===== config.mk =====
export PLATFORM = sky130hd
export DESIGN_NAME = mips_muldiv_unit
export DESIGN_NICKNAME = d
export VERILOG_FILES = /design/src/rtl/mips_muldiv_unit.sv
export SDC_FILE = /design/constraint.sdc
export NUM_CORES = 1
export LEC_CHECK = 0
export CAP_MARGIN = 20
export CORE_ASPECT_RATIO = 0.7
export CORE_UTILIZATION = 45
export DETAILED_ROUTE_END_ITERATION = 16
export PLACE_DENSITY_LB_ADDON = 0.15
export SKIP_CTS_REPAIR_TIMING = 1
export SKIP_LAST_GASP = 1
export SLEW_MARGIN = 0
export SYNTH_ARGS = -nofsm -noshare
export SYNTH_HDL_FRONTEND = slang
export SYNTH_SLANG_ARGS = --single-unit

===== constraint.sdc =====
create_clock -name clk -period 16.7 [get_ports clk]
set_clock_uncertainty 0.2 [all_clocks]
set_input_delay 3.34 -clock clk [delete_from_list [all_inputs] [get_ports clk]]
set_output_delay 3.34 -clock clk [all_outputs]
set_load 0.02 [all_outputs]

===== src/rtl/mips_muldiv_unit.sv =====
// MIPS HI/LO multiply/divide unit.
// Iterative shift-add multiply and restoring divide, one bit per cycle,
// operating on magnitudes with sign correction applied when HI/LO are loaded.
// MTHI/MTLO writes are accepted only while idle.
module mips_muldiv_unit #(
    parameter int WIDTH = 32
) (
    input  logic             clk,
    input  logic             rst,
    input  logic             start,
    input  logic [1:0]       op,
    input  logic [WIDTH-1:0] a,
    input  logic [WIDTH-1:0] b,
    input  logic             hi_we,
    input  logic             lo_we,
    input  logic [WIDTH-1:0] wdata,
    output logic             busy,
    output logic             done,
    output logic [WIDTH-1:0] hi,
    output logic [WIDTH-1:0] lo,
    output logic             div_by_zero
);

    localparam int CW = $clog2(WIDTH);
    localparam logic [CW-1:0] LAST = CW'(WIDTH - 1);

    typedef enum logic [1:0] {
        IDLE = 2'd0,
        RUN  = 2'd1,
        DONE = 2'd2
    } state_t;

    state_t               state;
    logic                 is_div_reg;
    logic                 sign_a_reg;
    logic                 sign_b_reg;
    logic [WIDTH-1:0]     operand_reg;   // multiplicand or divisor magnitude
    logic [2*WIDTH-1:0]   acc_reg;       // {partial product, multiplier} or {remainder, quotient}
    logic [CW-1:0]        count_reg;

    // Operand decode at the accepting edge
    logic             sign_a_in;
    logic             sign_b_in;
    logic [WIDTH-1:0] mag_a_in;
    logic [WIDTH-1:0] mag_b_in;
    logic             div_zero_in;

    // One iteration and the sign-corrected result of the final iteration
    logic [WIDTH:0]     mul_addend;
    logic [WIDTH:0]     mul_sum;
    logic [2*WIDTH-1:0] mul_next;
    logic [WIDTH:0]     div_trial;
    logic [2*WIDTH-1:0] div_next;
    logic [2*WIDTH-1:0] step_next;
    logic [2*WIDTH-1:0] product;
    logic [WIDTH-1:0]   quotient;
    logic [WIDTH-1:0]   remainder;
    logic [WIDTH-1:0]   res_hi;
    logic [WIDTH-1:0]   res_lo;

    // Decode signs and magnitudes of the incoming operands
    always_comb begin
        sign_a_in   = ~op[0] & a[WIDTH-1];
        sign_b_in   = ~op[0] & b[WIDTH-1];
        mag_a_in    = sign_a_in ? -a : a;
        mag_b_in    = sign_b_in ? -b : b;
        div_zero_in = op[1] & (b == '0);
    end

    // Next accumulator value for one multiply or divide step, plus final result
    always_comb begin
        mul_addend = acc_reg[0] ? {1'b0, operand_reg} : '0;
        mul_sum    = {1'b0, acc_reg[2*WIDTH-1:WIDTH]} + mul_addend;
        mul_next   = {mul_sum, acc_reg[WIDTH-1:1]};

        // Bit WIDTH of the trial difference is the borrow: set means restore
        div_trial  = {acc_reg[2*WIDTH-1:WIDTH], acc_reg[WIDTH-1]} - {1'b0, operand_reg};
        div_next   = div_trial[WIDTH] ? {acc_reg[2*WIDTH-2:0], 1'b0}
                                      : {div_trial[WIDTH-1:0], acc_reg[WIDTH-2:0], 1'b1};

        step_next  = is_div_reg ? div_next : mul_next;

        product    = (sign_a_reg ^ sign_b_reg) ? -step_next : step_next;
        quotient   = (sign_a_reg ^ sign_b_reg) ? -step_next[WIDTH-1:0] : step_next[WIDTH-1:0];
        remainder  = sign_a_reg ? -step_next[2*WIDTH-1:WIDTH] : step_next[2*WIDTH-1:WIDTH];

        res_hi     = is_div_reg ? remainder : product[2*WIDTH-1:WIDTH];
        res_lo     = is_div_reg ? quotient  : product[WIDTH-1:0];
    end

    // Control FSM, iteration datapath and HI/LO registers
    always_ff @(posedge clk or negedge rst) begin
        if (!rst) begin
            state       <= IDLE;
            busy        <= 1'b0;
            done        <= 1'b0;
            div_by_zero <= 1'b0;
            hi          <= '0;
            lo          <= '0;
            is_div_reg  <= 1'b0;
            sign_a_reg  <= 1'b0;
            sign_b_reg  <= 1'b0;
            operand_reg <= '0;
            acc_reg     <= '0;
            count_reg   <= '0;
        end else begin
            case (state)
                IDLE: begin
                    if (hi_we) hi <= wdata;
                    if (lo_we) lo <= wdata;
                    if (start) begin
                        is_div_reg <= op[1];
                        sign_a_reg <= sign_a_in;
                        sign_b_reg <= sign_b_in;
                        count_reg  <= '0;
                        if (div_zero_in) begin
                            // Divide by zero completes immediately; overrides any MTHI/MTLO
                            state       <= DONE;
                            done        <= 1'b1;
                            div_by_zero <= 1'b1;
                            hi          <= a;
                            lo          <= '1;
                            operand_reg <= '0;
                            acc_reg     <= '0;
                        end else begin
                            state       <= RUN;
                            busy        <= 1'b1;
                            div_by_zero <= 1'b0;
                            operand_reg <= op[1] ? mag_b_in : mag_a_in;
                            acc_reg     <= {{WIDTH{1'b0}}, (op[1] ? mag_a_in : mag_b_in)};
                        end
                    end
                end
                RUN: begin
                    acc_reg   <= step_next;
                    count_reg <= count_reg + 1'b1;
                    if (count_reg == LAST) begin
                        state <= DONE;
                        busy  <= 1'b0;
                        done  <= 1'b1;
                        hi    <= res_hi;
                        lo    <= res_lo;
                    end
                end
                DONE: begin
                    state <= IDLE;
                    done  <= 1'b0;
                end
                default: begin
                    state <= IDLE;
                    busy  <= 1'b0;
                    done  <= 1'b0;
                end
            endcase
        end
    end

endmodule


==> flow_summary.yaml <==
timing:
  timing.slew.headroom: 0.204
  tightest_slew_ps: 1190
  tns_ps: 0
  finalCritPeriodShare: 0.446
  fmax_mhz: 134
  hold_viol: 0
  rsz0062_at_grt: "false"
  timing.final.crit_period_ps: 7460
  finalSetupViolCount: 0
  slew_violations: 0
  setup_ws_ps: 9240
setup_path:
  startpoint_type: "input port"
  worstPathMaxFanout: 69
  worst_path_max_delay_cell: "a31oi_2"
  crit_arrival_ps: 7660
  cpMostUsedCell: "buf_4"
  cp_slowest_stage_delay_ps: 770
  end_kind: "flip-flop"
  path_class: "in2reg"
  worstPathRequired_ps: 16910
  crit_chain: "clkdlybuf4s50_1, nor3_1, nand2_1, nor4_1, and2_1, nand2_1, nor3_1, nor4bb_2, buf_4, nand2_2, buf_4, a31oi_2, buf_4, nor2_1, a21oi_1"
cts:
  cts-root-buf: "clkbuf_16"
  clkTransAtPathRegs_ps: 80
  cts_buffers: 17
  cts_sinks: 173
  cts_max_level: 4
  cts_tree: "done"
  clock_latency_ps: 480
  cts_max_path_buffers: 2
final_layout:
  final_common_cell: "nand2_1"
  regArea_um2: 4330
  fin_nets: 2493
  stdcell_area_um2: 19600
  multi_input_area_um2: 11800
  area_growth_pct: 15.0
  fin_util: 0.526
  layout-drive-gt1-share: 0.0536
  fill_cells: 3585
  final_cell_mix: "nand2_1 (250), a21oi_1 (226), nor2_1 (199), o21ai_0 (198), dfrtp_1 (172)"
  largest_reg_flops: 64
synthesis:
  yosys_warnings: 0
  synth_ff_type: "dfrtp_1"
  synth_top_area_frac: 0.255
  syn_nets: 2422
  synthSimpleGateAreaFrac: 0.216
  yosysTopAreaCell: "dfrtp_1"
  netlist_area_um2: 17000
  avgSynthCellArea_um2: 7.57
  synth_mux_area_frac: 0.0482
  synth_compound_gate_area_share: 0.297
  synth_seq_cells: 173
  synth-xor-area-share: 0.0762
  ys_types: 97
  synth-edff-count: 0
  synthCells: 2247
  yosysSeqAreaShare: 0.255
  synth.top_cells.by_area: "dfrtp_1 (25%), a21oi_1 (6.7%), o21ai_0 (5.8%)"
  async_flop_share: 1.00
  yosys.area_share.adder: 0.0539
  synth_top_family_by_area: "compound AO/OA/AOI/OAI gates"
route:
  vias: 18400
  postRouteAntennaNets: 0
  dr.first_iter.drc_count: 2552
  first_pass_iters: 6
  wirelength_um: 72600
  viasPerCell: 6.53
  drc: 0
  drt-wirelength-per-cell_um: 25.7
placed_design:
  portBuffers: 169
  dp_slack_ps: 8810
  dpl_cell_area_um2: 18900
  finalWeightedCongestion: 1.07
  dp_hpwl_um: 56700
hold_path:
  min_path_type: "reg2reg"
floorplan:
  start_util: 0.457
  ios: 170
  dieHeight_um: 165
  die_w_um: 234
  coreArea_um2: 37200
  num_rows: 59
  die-area_um2: 38600
global_route:
  antenna_found_initial: 4
  grt_first_pass_wirelength_um: 106000
  grt_pass1_vias: 16200
  overflow: 0
  grt_max_degree: 123
  grt.total_usage: 0.373
run_status:
  status: "completed"
job:
  maxCapViolCount: 0
-- critical path: cells and delay by family --
kind | cells | cell delay (ps)
buffers and inverters | 4 | 1390
AOI/OAI and AO/OA | 2 | 890
and+or+nand+nor | 9 | 1980
-- cells in the mapped netlist, types with 8 or more instances --
master      n
nand2_1   252
a21oi_1   227
nor2_1    199
o21ai_0   198
dfrtp_1   173
clkbuf_1  110
xnor2_1    95
inv_1      76
mux2i_1    74
ha_1       70
nor3_1     53
xor2_1     53
a211oi_1   50
and2_1     47
o22ai_1    39
nand3_1    35
a21o_1     32
o221ai_1   31
and3_1     25
a31oi_1    24
or3_1      23
nand4_1    21
nor4_1     19
o31ai_1    19
a22o_1     17
nor2b_1    17
o211ai_1   17
buf_2      14
nand2b_1   13
o21a_1     13
o21ai_1    13
nor3b_1    12
o21bai_1   12
buf_1      11
buf_6       8
-- metal layers --
| metal | vias up | routed length, µm | global-route usage |
|---|---|---|---|
| li1 | 8377 | - | - |
| met1 | 8871 | 33900 | 0.579 |
| met2 | 1091 | 27400 | 0.475 |
| met3 | 84 | 10200 | 0.135 |
| met4 | 4 | 957 | 0.0669 |
| met5 | - | 145 | 0.0339 |
-- metrics by stage --
stage	hold slack, ps	std cells
global route	348	2819
detailed placement	296	2787
global placement	287	2787
CTS	314	2819
finish	311	2820
floorplan	263	2247
-- worst paths after layout --
path / startpoint / to / slack, ps / cells after the start
worst max register to register: acc_reg[31] / hi[24] / 9360 / 25
max in group asynchronous: rst / is_div_reg / 12300 / 2
worst min-delay path: operand_reg[6] / operand_reg[6] / 310 / 2
worst max-delay path: b[8] / lo[26] / 9240 / 15
min in group asynchronous: rst / acc_reg[55] / 2590 / 1
worst min register to register: operand_reg[6] / operand_reg[6] / 310 / 2
-- cell type report --
class / instances / area share
Timing Repair Buffer: 198 / 0.0973
Tap cell: 488 / 0.0312
Clock inverter: 15 / 0.00966
Multi-Input combinational cell: 1852 / 0.604
Sequential cell: 173 / 0.222
Antenna cell: 1 / 0.000128
Inverter: 76 / 0.0146
Clock buffer: 17 / 0.0218
-- cells by family after synthesis --
group,count (synthesis)
fa+ha+maj,72
flops,173
buf+inv,222
compound gates,788
simple gates,763
mux,81
xor+xnor,148
Power is left out: the tool's default activity adds up to more than one toggle a clock period on the data nets, which glitch-free logic cannot reach.
